`config.mk`:
```
export PLATFORM = sky130hd
export DESIGN_NAME = uart_tx_7b_flat
export DESIGN_NICKNAME = d
export VERILOG_FILES = /design/src/rtl/uart_pkg.sv /design/src/rtl/uart_tx_7b_if.sv /design/src/rtl/uart_sync_edge.sv /design/src/rtl/uart_tx_7b.sv /design/src/flat_wrapper.sv
export SDC_FILE = /design/constraint.sdc
export NUM_CORES = 1
export LEC_CHECK = 0
export ABC_CLOCK_PERIOD_IN_PS = 3300
export BUFFER_PORTS_ARGS = -buffer_cell sky130_fd_sc_hd__buf_2
export CAP_MARGIN = 20
export CORE_MARGIN = 2
export CORE_UTILIZATION = 45
export CTS_CLUSTER_DIAMETER = 150
export DETAILED_ROUTE_END_ITERATION = 16
export SETUP_SLACK_MARGIN = 0.02
export SLEW_MARGIN = 10
export SYNTH_ARGS = -nofsm -noshare
export SYNTH_HDL_FRONTEND = slang
export SYNTH_SLANG_ARGS = --single-unit
```
`constraint.sdc`:
```
create_clock -name clk2x -period 3.3 [get_ports clk2x]
set_input_delay 0.165 -clock clk2x [delete_from_list [all_inputs] [get_ports clk2x]]
set_output_delay 0.165 -clock clk2x [all_outputs]
set_load 0.1 [all_outputs]
```
`src/rtl/uart_pkg.sv`:
```
// ---------------------------------------------------------------------------
// uart_pkg
// Shared types and default constants for the 7-bit UART transmitter.
//   state_t        : transmitter FSM states
//   DEF_DATA_W     : default data bits per frame
//   DEF_OVERSAMPLE : default clock cycles per bit period
//   DEF_FRAME_LEN  : default frame length in clock cycles
//   cnt_width()    : counter width helper that never returns zero
// ---------------------------------------------------------------------------
package uart_pkg;

    localparam int DEF_DATA_W     = 7;
    localparam int DEF_OVERSAMPLE = 2;
    // start + data + parity + stop
    localparam int DEF_FRAME_BITS = DEF_DATA_W + 3;
    localparam int DEF_FRAME_LEN  = DEF_FRAME_BITS * DEF_OVERSAMPLE;

    typedef enum logic [2:0] {
        IDLE,
        START,
        DATA,
        PARITY,
        STOP
    } state_t;

    // A counter that only ever needs to hold 0 still needs one bit of storage.
    function automatic int cnt_width(input int n);
        return (n > 1) ? $clog2(n) : 1;
    endfunction

endpackage

```
`src/rtl/uart_tx_7b_if.sv`:
```
// ---------------------------------------------------------------------------
// uart_tx_7b_if
// Panel-side signal bundle of the UART transmitter.
//   mode     : 1 = single-shot, 0 = continuous
//   en_start : asynchronous start button
//   Din      : character to send
//   TxD      : serial line (idles high)
//   busy     : frame in progress
// Modports: master = user/panel side, slave = transmitter.
// ---------------------------------------------------------------------------
interface uart_tx_7b_if
    import uart_pkg::*;
#(
    parameter int DATA_W = DEF_DATA_W
);

    logic              mode;
    logic              en_start;
    logic [DATA_W-1:0] Din;
    logic              TxD;
    logic              busy;

    modport master (
        output mode,
        output en_start,
        output Din,
        input  TxD,
        input  busy
    );

    modport slave (
        input  mode,
        input  en_start,
        input  Din,
        output TxD,
        output busy
    );

endinterface

```
`src/rtl/uart_sync_edge.sv`:
```
// ---------------------------------------------------------------------------
// uart_sync_edge
// Brings the asynchronous start button into the clock domain and turns its
// rising edge into a single-cycle pulse.
//   clk         : system clock
//   rst_n       : asynchronous active-low reset
//   async_in    : raw button level
//   start_pulse : one-cycle pulse per rising edge of async_in
// ---------------------------------------------------------------------------
module uart_sync_edge
    import uart_pkg::*;
(
    input  logic clk,
    input  logic rst_n,
    input  logic async_in,
    output logic start_pulse
);

    logic sync1;
    logic sync2;
    logic sync3;

    // sync1/sync2 form the metastability synchronizer; sync3 holds the
    // previous synchronized level for edge detection.
    always_ff @(posedge clk or negedge rst_n) begin
        if (!rst_n) begin
            sync1 <= 1'b0;
            sync2 <= 1'b0;
            sync3 <= 1'b0;
        end else begin
            sync1 <= async_in;
            sync2 <= sync1;
            sync3 <= sync2;
        end
    end

    // A held button produces only one pulse.
    assign start_pulse = sync2 & ~sync3;

endmodule

```
`src/rtl/uart_tx_7b.sv`:
```
// ---------------------------------------------------------------------------
// uart_tx_7b
// UART transmitter: 1 start bit, DATA_W data bits LSB first, one parity bit,
// 1 stop bit. Each bit lasts OVERSAMPLE clock cycles.
//   clk2x : the only clock (OVERSAMPLE x baud)
//   rst_n : asynchronous active-low reset; aborts any frame, TxD goes high
//   bus   : slave side of uart_tx_7b_if (mode, en_start, Din, TxD, busy)
// Parameters: DATA_W, OVERSAMPLE (>= 1), PARITY_ODD (0 = even parity).
// ---------------------------------------------------------------------------
module uart_tx_7b
    import uart_pkg::*;
#(
    parameter int DATA_W     = DEF_DATA_W,
    parameter int OVERSAMPLE = DEF_OVERSAMPLE,
    parameter bit PARITY_ODD = 1'b0
) (
    input  logic          clk2x,
    input  logic          rst_n,
    uart_tx_7b_if.slave   bus
);

    localparam int TICK_W = cnt_width(OVERSAMPLE);
    localparam int BIT_W  = cnt_width(DATA_W);

    localparam logic [TICK_W-1:0] TICK_LAST = TICK_W'(OVERSAMPLE - 1);
    localparam logic [BIT_W-1:0]  BIT_LAST  = BIT_W'(DATA_W - 1);

    state_t              state;
    logic [TICK_W-1:0]   tick_cnt;
    logic [BIT_W-1:0]    bit_cnt;
    logic [DATA_W-1:0]   shreg;
    logic                parity_bit;
    logic                txd_q;
    logic                busy_q;

    logic                start_pulse;
    logic                tick_done;
    logic                launch;
    logic [DATA_W-1:0]   shreg_next;
    logic                din_parity;

    uart_sync_edge u_sync_edge (
        .clk         (clk2x),
        .rst_n       (rst_n),
        .async_in    (bus.en_start),
        .start_pulse (start_pulse)
    );

    assign tick_done  = (tick_cnt == TICK_LAST);
    assign shreg_next = shreg >> 1;
    assign din_parity = (^bus.Din) ^ PARITY_ODD;

    // A frame starts either from IDLE (button edge in single-shot mode, or
    // immediately in continuous mode) or straight out of the last STOP cycle
    // in continuous mode, which gives back-to-back frames with no idle gap.
    // Mode is only looked at here, so a switch mid-frame waits for the end.
    always_comb begin
        launch = 1'b0;
        if (state == IDLE) begin
            launch = bus.mode ? start_pulse : 1'b1;
        end else if (state == STOP && tick_done && !bus.mode) begin
            launch = 1'b1;
        end
    end

    // Transmitter FSM. TxD and busy are registered so the line is glitch
    // free; the async reset forces the line high without waiting for a clock.
    always_ff @(posedge clk2x or negedge rst_n) begin
        if (!rst_n) begin
            state      <= IDLE;
            tick_cnt   <= '0;
            bit_cnt    <= '0;
            shreg      <= '0;
            parity_bit <= 1'b0;
            txd_q      <= 1'b1;
            busy_q     <= 1'b0;
        end else if (launch) begin
            // Din is captured once here, so later changes cannot leak in.
            state      <= START;
            tick_cnt   <= '0;
            bit_cnt    <= '0;
            shreg      <= bus.Din;
            parity_bit <= din_parity;
            txd_q      <= 1'b0;
            busy_q     <= 1'b1;
        end else begin
            case (state)
                IDLE: begin
                    txd_q  <= 1'b1;
                    busy_q <= 1'b0;
                end
                START: begin
                    if (tick_done) begin
                        state    <= DATA;
                        tick_cnt <= '0;
                        bit_cnt  <= '0;
                        txd_q    <= shreg[0];
                    end else begin
                        tick_cnt <= tick_cnt + 1'b1;
                    end
                end
                DATA: begin
                    if (tick_done) begin
                        tick_cnt <= '0;
                        if (bit_cnt == BIT_LAST) begin
                            state <= PARITY;
                            txd_q <= parity_bit;
                        end else begin
                            // Pre-shift so the next bit is on the line
                            // at the start of its own bit period.
                            bit_cnt <= bit_cnt + 1'b1;
                            shreg   <= shreg_next;
                            txd_q   <= shreg_next[0];
                        end
                    end else begin
                        tick_cnt <= tick_cnt + 1'b1;
                    end
                end
                PARITY: begin
                    if (tick_done) begin
                        state    <= STOP;
                        tick_cnt <= '0;
                        txd_q    <= 1'b1;
                    end else begin
                        tick_cnt <= tick_cnt + 1'b1;
                    end
                end
                STOP: begin
                    // Continuous relaunch is handled by the launch branch.
                    if (tick_done) begin
                        state    <= IDLE;
                        tick_cnt <= '0;
                        txd_q    <= 1'b1;
                        busy_q   <= 1'b0;
                    end else begin
                        tick_cnt <= tick_cnt + 1'b1;
                    end
                end
                default: begin
                    state    <= IDLE;
                    tick_cnt <= '0;
                    txd_q    <= 1'b1;
                    busy_q   <= 1'b0;
                end
            endcase
        end
    end

    assign bus.TxD  = txd_q;
    assign bus.busy = busy_q;

endmodule

```
`src/flat_wrapper.sv`:
```
// flat-port wrapper written by rule: the top's interface ports become plain ports
module uart_tx_7b_flat import uart_pkg::*;
#(
    parameter int DATA_W     = DEF_DATA_W,
    parameter int OVERSAMPLE = DEF_OVERSAMPLE,
    parameter bit PARITY_ODD = 1'b0
)
  (clk2x, rst_n, bus_mode, bus_en_start, bus_Din, bus_TxD, bus_busy);
  uart_tx_7b_if #(.DATA_W(DATA_W)) bus_i ();
  input  logic clk2x;
  input  logic rst_n;
  input wire logic [$bits(bus_i.mode)-1:0] bus_mode;
  input wire logic [$bits(bus_i.en_start)-1:0] bus_en_start;
  input wire logic [$bits(bus_i.Din)-1:0] bus_Din;
  output wire logic [$bits(bus_i.TxD)-1:0] bus_TxD;
  output wire logic [$bits(bus_i.busy)-1:0] bus_busy;
  assign bus_i.mode = bus_mode;
  assign bus_i.en_start = bus_en_start;
  assign bus_i.Din = bus_Din;
  assign bus_TxD = bus_i.TxD;
  assign bus_busy = bus_i.busy;
  uart_tx_7b #(.DATA_W(DATA_W), .OVERSAMPLE(OVERSAMPLE), .PARITY_ODD(PARITY_ODD)) u_core (.clk2x(clk2x), .rst_n(rst_n), .bus(bus_i));
endmodule
```
==> flow_summary_export.csv, run 1 <==
group,metric,value,unit
drt,detail_route.wl_per_cell,13.3,um
power,power.net_switching,0.472,mW
drt,routed-via-count,735,
power,cellPowerDensity,972,nW/um^2
clocking,tritoncts_num_sinks,20,
synthesis,yosys_most_used_dff,"sky130_fd_sc_hd__dfrtp_1",
drt,postRouteWirelength,1830,um
placement,dpl.cell_count,131,
sta,worst_pin_slew,0.485,ns
setup_path,crit_path_end_kind,"flop",
finish,final-seq-area,502,sq um
grt,grt_util_all_layers,0.164,
sta,finalWorstSetupSlack,1.55,ns
power,power.static_leakage,0.580,nW
synthesis,synthesis_stage_register_bit_count,20,
clocking,cts.reportedPaths.clkPinSlew,0.13,ns
sta,final-max-slew-violation-count,0,
finish,post_layout_nonfiller_instances,137,
finish,largest_reg_flops,7,
finish,post_route_cells_drive_above_1_share,0.248,
power,power,1.16,mW
floorplan,core_area,2210,sq um
finish,antenna_cells,0,
finish,largest-register,"u_core.shreg",
finish,reg_top3,"u_core.shreg: 7 flops, u_core.bit_cnt: 3 flops, u_core.state: 3 flops",
synthesis,netlist_area_pre_place,1050,sq um
clocking,post_cts_buffers,0,
placement,port_buffers,12,
floorplan,die-area,2740,sq um
synthesis,synthesis.instances,94,
clocking,clock_latency,0.30,ns
power,power.clock.fraction,0.173,
placement,post-dp-hpwl,1360,um
synthesis,netlist-cell-type-count,34,
drt,routed_via_density,5.36,
sta,finalCriticalPeriod,1.75,ns
sta,final_hold_vio_count,0,
finish,mostFrequentLayoutCells,"19 x sky130_fd_sc_hd__dfrtp_1, 12 x sky130_fd_sc_hd__buf_2, 8 x sky130_fd_sc_hd__a22o_1",
clocking,cts_root_buffer,"sky130_fd_sc_hd__clkbuf_4",
sta,final.period_utilization,0.529,
grt,antenna_found_initial,0,
synthesis,synth_fp_nets,107,
finish,net_total_in_the_final_layout,123,
clocking,cts-buffers-inserted,3,
synthesis,synth_area_per_cell,11.2,sq um
placement,place.gp.congestion,0.722,
floorplan,initial_core_util,0.476,
clocking,cts_htree_levels,1,
finish,syn2layout_area_growth,13.1,%
synthesis,synthArstFlopShare,1.00,
sta,fin_worst_skew,0.0167,ns
synthesis,synth-warning-count,0,
grt,global_route.overflow_total,0,
power,logic_gate_share_of_total_power,0.451,
sta,final-setup-viol-count,0,
clocking,tritoncts,"built",
drt,post_route_ant_nets,0,
floorplan,design.portCount,13,
grt,wire_length_of_the_first_global_routing_pass,3260,um
sta,slew_headroom,0.679,
drt,dr.pass1.iters,4,
setup_path,setup.reg_to_reg.worst_slack,1.55,ns
floorplan,die-height,52.4,um
flow_run,cap_viol_max_count,0,
floorplan,fp-row-count,17,
setup_path,crit_fanout,9,
floorplan,chipWidth,52.4,um
power,seqPwrFrac,0.376,
sta,final.hold.worst_slack,0.111,ns
drt,remaining_drc_errors,0,
power,sw_frac_of_total,0.407,
synthesis,synth_seq_area_share,0.476,
sta,fin_setup_tns,0,ns
outcome,status,"completed",
setup_path,timing.critical_path.arrival,1.95,ns
power,vdd.ir_drop.worst,0.532,mV
setup_path,critical_path_class,"reg -> reg",
setup_path,setup.worst_path.start_class,"flop",
min_path,min-delay-path-class,"in -> reg",
power,internal,0.686,mW
clocking,max-clock-path-buffers,2,
setup_path,critical_path_required,3.51,ns
placement,dpl_worst_slack,1.55,ns
synthesis,synth-edff-count,0,
grt,pin_count_of_the_biggest_net_entering_global_routing,21,
sta,rsz0062_at_grt,"no",
finish,n_fill_cell,210,
finish,multiInputGateArea,503,sq um
drt,drt_iter0_drc,6,
grt,via_count_of_the_first_global_routing_pass,718,
finish,leading_cell_type_in_the_layout_fill_and_taps_excluded,"sky130_fd_sc_hd__dfrtp_1",
sta,fmaxAchievable,0.573,GHz
## cells in the mapped netlist, types with 2 or more instances
cell	n	area, sq um
sky130_fd_sc_hd__o21a_1	3	22.5
sky130_fd_sc_hd__buf_6	2	22.5
sky130_fd_sc_hd__nand2_1	4	15.0
sky130_fd_sc_hd__nor2_1	7	26.3
sky130_fd_sc_hd__a21o_1	7	52.6
sky130_fd_sc_hd__ha_1	2	25.0
sky130_fd_sc_hd__xor2_1	3	26.3
sky130_fd_sc_hd__mux2_2	2	22.5
sky130_fd_sc_hd__o21ai_0	2	10.0
sky130_fd_sc_hd__o22ai_1	2	12.5
sky130_fd_sc_hd__nor3_1	2	10.0
sky130_fd_sc_hd__dfrtp_1	19	475
sky130_fd_sc_hd__a22o_1	8	70.1
sky130_fd_sc_hd__xnor2_1	4	35.0
sky130_fd_sc_hd__inv_1	5	18.8
sky130_fd_sc_hd__a21oi_1	2	10.0
sky130_fd_sc_hd__nor2_4	2	22.5
sky130_fd_sc_hd__nand2b_1	2	12.5
## power by group through the flow
stage               sequential, mW  clock [mW]  combinational [mW]
finish                       0.436       0.200               0.522
global route                 0.451       0.214               0.585
CTS                          0.434       0.208               0.528
detailed placement           0.440           0               0.525
global placement             0.436           0               0.518
floorplan                    0.498           0               0.384
## final timing paths
path | endpoint | from | cells past startpoint
worst max-delay path | u_core.shreg[6] | u_core.state[2] | 5
worst min register to register | u_core.u_sync_edge.sync2 | u_core.u_sync_edge.sync1 | 0
worst min-delay path | u_core.shreg[6] | bus_Din[6] | 2
worst max register to register | u_core.shreg[6] | u_core.state[2] | 5
min in group asynchronous | u_core.tick_cnt | rst_n | 2
max in group asynchronous | u_core.bus.TxD | rst_n | 2
## area by class of cell
class / instances / share of cell area
Multi-Input combinational cell: 66 / 0.422
Tap cell: 28 / 0.0294
Inverter: 5 / 0.0158
Clock buffer: 3 / 0.0189
Clock inverter: 1 / 0.0252
Timing Repair Buffer: 14 / 0.0672
Sequential cell: 20 / 0.421
## cells by family (layout without fill, tap and decap cells)
kind of cell / Yosys count / count (layout) / share of synthesized area
buf+inv: 8 / 23 / 0.0463
compound gates: 29 / 29 / 0.213
xor+xnor: 7 / 7 / 0.0582
flops: 20 / 20 / 0.476
fa+ha+maj: 2 / 2 / 0.0237
simple gates: 25 / 25 / 0.151
mux: 3 / 3 / 0.0321
## routing by layer
metal,global-route usage,part of all wire
met5,0,0
met4,0.0769,0.0093
met3,0.0257,0.031
met2,0.263,0.47
met1,0.216,0.49
## worst max-delay path, stage by stage (launching register included)
cell and delay [ns]:
sky130_fd_sc_hd__dfrtp_1 0.54, sky130_fd_sc_hd__nor2b_4 0.18, sky130_fd_sc_hd__a21boi_2 0.22, sky130_fd_sc_hd__and3_1 0.42
sky130_fd_sc_hd__nor2_4 0.09, sky130_fd_sc_hd__a22o_1 0.20
## metrics by stage
| step | cell area (sq um) | util |
|---|---|---|
| after floorplan | 1050 | - |
| after global placement | 1120 | 0.506 |
| after detailed placement | 1120 | 0.506 |
| after CTS | 1190 | 0.538 |
| after global routing | 1190 | 0.538 |
| final | 1190 | 0.538 |
## what timing repair did
| action | CTS | global route |
|---|---|---|
| gates resized for setup | 0 | 0 |
| endpoints found under the hold margin | 20 | 0 |
| hold buffers | 2 | 0 |
(Power assumes the default switching activity.)
==> run 2: changes to the inputs <==
Settings changed: ABC_CLOCK_PERIOD_IN_PS 3300 to 1730.
Clock period 3.3 ns to 1.73 ns, I/O delays scaled along.
==> flow_summary_export.csv, run 2 (synthesis results as in run 1) <==
group,metric,value,unit
setup_path,setup.reg_to_reg.worst_slack,0.11,ns
grt,global_route_track_usage_on_met2,0.271,
grt,grtUsageMet1,0.221,
finish,mostFrequentLayoutCells,"16 x sky130_fd_sc_hd__dfrtp_1, 12 x sky130_fd_sc_hd__buf_2, 8 x sky130_fd_sc_hd__a22o_1",
finish,final_util,0.551,
finish,net_total_in_the_final_layout,128,
finish,largest_reg_flops,7,
finish,final_design_area_no_fill,1220,sq um
flow_run,cap_viol_max_count,0,
setup_path,critical_path_class,"reg -> reg",
grt,wire_length_of_the_first_global_routing_pass,3400,um
grt,grt_util_all_layers,0.170,
power,power.static_leakage,0.595,nW
setup_path,cpLargestDelayFamily,"flip-flops",
setup_path,critical_path.max_stage_delay,0.51,ns
finish,post_layout_nonfiller_instances,142,
sta,fmaxAchievable,0.616,GHz
placement,port_buffers,12,
grt,grt.busiest_layer,"met2",
floorplan,chipWidth,52.4,um
sta,final_hold_vio_count,0,
sta,final-max-slew-violation-count,0,
floorplan,core_area,2210,sq um
placement,dpl_worst_slack,0.0501,ns
setup_path,path_cells,"nor2b_4 -> a21boi_2 -> and3_1 -> buf_4 -> nor2_4 -> a21o_1",
grt,antenna_found_initial,0,
setup_path,crit_slowest_cell,"sky130_fd_sc_hd__dfrtp_2",
grt,global_route.overflow_total,0,
outcome,status,"completed",
sta,fin_worst_skew,0.0155,ns
setup_path,critical_path_required,1.93,ns
floorplan,initial_core_util,0.476,
sta,final-setup-viol-count,0,
sta,fin_setup_tns,0,ns
sta,finalWorstSetupSlack,0.107,ns
grt,via_count_of_the_first_global_routing_pass,768,
drt,routed-via-count,763,
floorplan,design.portCount,13,
setup_path,timing.critical_path.arrival,1.82,ns
min_path,min-delay-path-class,"in -> reg",
setup_path,crit_fanout,9,
finish,post_route_cells_drive_above_1_share,0.316,
placement,postPlaceCellArea,1130,sq um
finish,antenna_cells,0,
finish,leading_cell_type_in_the_layout_fill_and_taps_excluded,"sky130_fd_sc_hd__dfrtp_1",
finish,largest-register,"u_core.shreg",
sta,rsz0062_at_grt,"no",
clocking,clock_latency,0.31,ns
clocking,cts-buffers-inserted,3,
setup_path,setup.worst_path.start_class,"flop",
grt,global_route.usage.met3,0.0257,
drt,detail_route.wl_per_cell,13.3,um
drt,routed_via_density,5.37,
placement,post-dp-hpwl,1360,um
floorplan,fp-row-count,17,
sta,slew_headroom,0.684,
clocking,tritoncts_num_sinks,20,
placement,dpl.cell_count,133,
setup_path,buffer_and_inverter_count_on_the_worst_path,1,
clocking,max-clock-path-buffers,2,
power,cellPowerDensity,1790,nW/um^2
setup_path,crit_path_end_kind,"flop",
drt,dr.pass1.iters,4,
sta,worst_pin_slew,0.468,ns
drt,drt_iter0_drc,7,
clocking,cts.reportedPaths.clkPinSlew,0.12,ns
clocking,cts_root_buffer,"sky130_fd_sc_hd__clkbuf_4",
drt,postRouteWirelength,1890,um
grt,pin_count_of_the_biggest_net_entering_global_routing,21,
sta,final.period_utilization,0.938,
finish,syn2layout_area_growth,15.7,%
sta,finalCriticalPeriod,1.62,ns
clocking,tritoncts,"built",
floorplan,die-area,2740,sq um
power,vdd.ir_drop.worst,0.984,mV
floorplan,die-height,52.4,um
drt,remaining_drc_errors,0,
placement,place.gp.congestion,0.732,
clocking,cts_htree_levels,1,
drt,post_route_ant_nets,0,
finish,reg_top3,"u_core.shreg: 7 flops, u_core.bit_cnt: 3 flops, u_core.state: 3 flops",
-- run 2: changes by cell type in the layout (fill, tap and decap cells not counted) --
cell	before	now
sky130_fd_sc_hd__buf_4	0	5
sky130_fd_sc_hd__bufinv_16	1	0
sky130_fd_sc_hd__dfrtp_1	19	16
sky130_fd_sc_hd__nor2_2	0	1
sky130_fd_sc_hd__clkbuf_8	0	1
sky130_fd_sc_hd__nor2_1	7	6
sky130_fd_sc_hd__dfrtp_2	0	3
-- run 2: cell type report --
type                    count  area (sq um)
well taps                  28          35.0
clock buffers               4          36.3
flip-flops and latches     20           505
inverters                   5          18.8
repair buffers             19           118
multi-input cells          66           505
fillers                   214           993
-- run 2: per-stage QoR --
stage          total power, mW  hold slack (ns)
2_1_floorplan             1.68           -0.209
3_3_place_gp              1.85           0.0577
3_5_place_dp              1.87           0.0626
4_1_cts                   2.15          0.00995
5_1_grt                   2.36           0.0423
6_report                  2.19           0.0165
-- run 2: routing by layer --
layer,part of all wire,vias up
met5,0,-
met4,0.0090,0
met3,0.033,2
met2,0.47,13
met1,0.48,370
li1,-,378
-- run 2: timing repair --
action,4_1_cts,5_1_grt
pin swaps,1,1
gates cloned,0,0
endpoints found under the hold margin,20,0
gates resized for setup,0,4
hold buffers,2,0
setup buffers,0,3
setup endpoints to repair,1,11
-- run 2: final timing paths --
kind,start,endpoint,cells past startpoint
max reg2reg,u_core.state[2],u_core.shreg[1],6
min in group asynchronous,rst_n,u_core.shreg[2],2
min reg2reg,u_core.u_sync_edge.sync1,u_core.u_sync_edge.sync2,0
min,bus_Din[6],u_core.shreg[6],2
max,u_core.state[2],u_core.shreg[1],6
max in group asynchronous,rst_n,u_core.state[0],2
-- run 2: power breakdown --
group	switching, mW	internal, mW
registers	0.173	0.666
clock network	0.148	0.128
logic	0.597	0.472
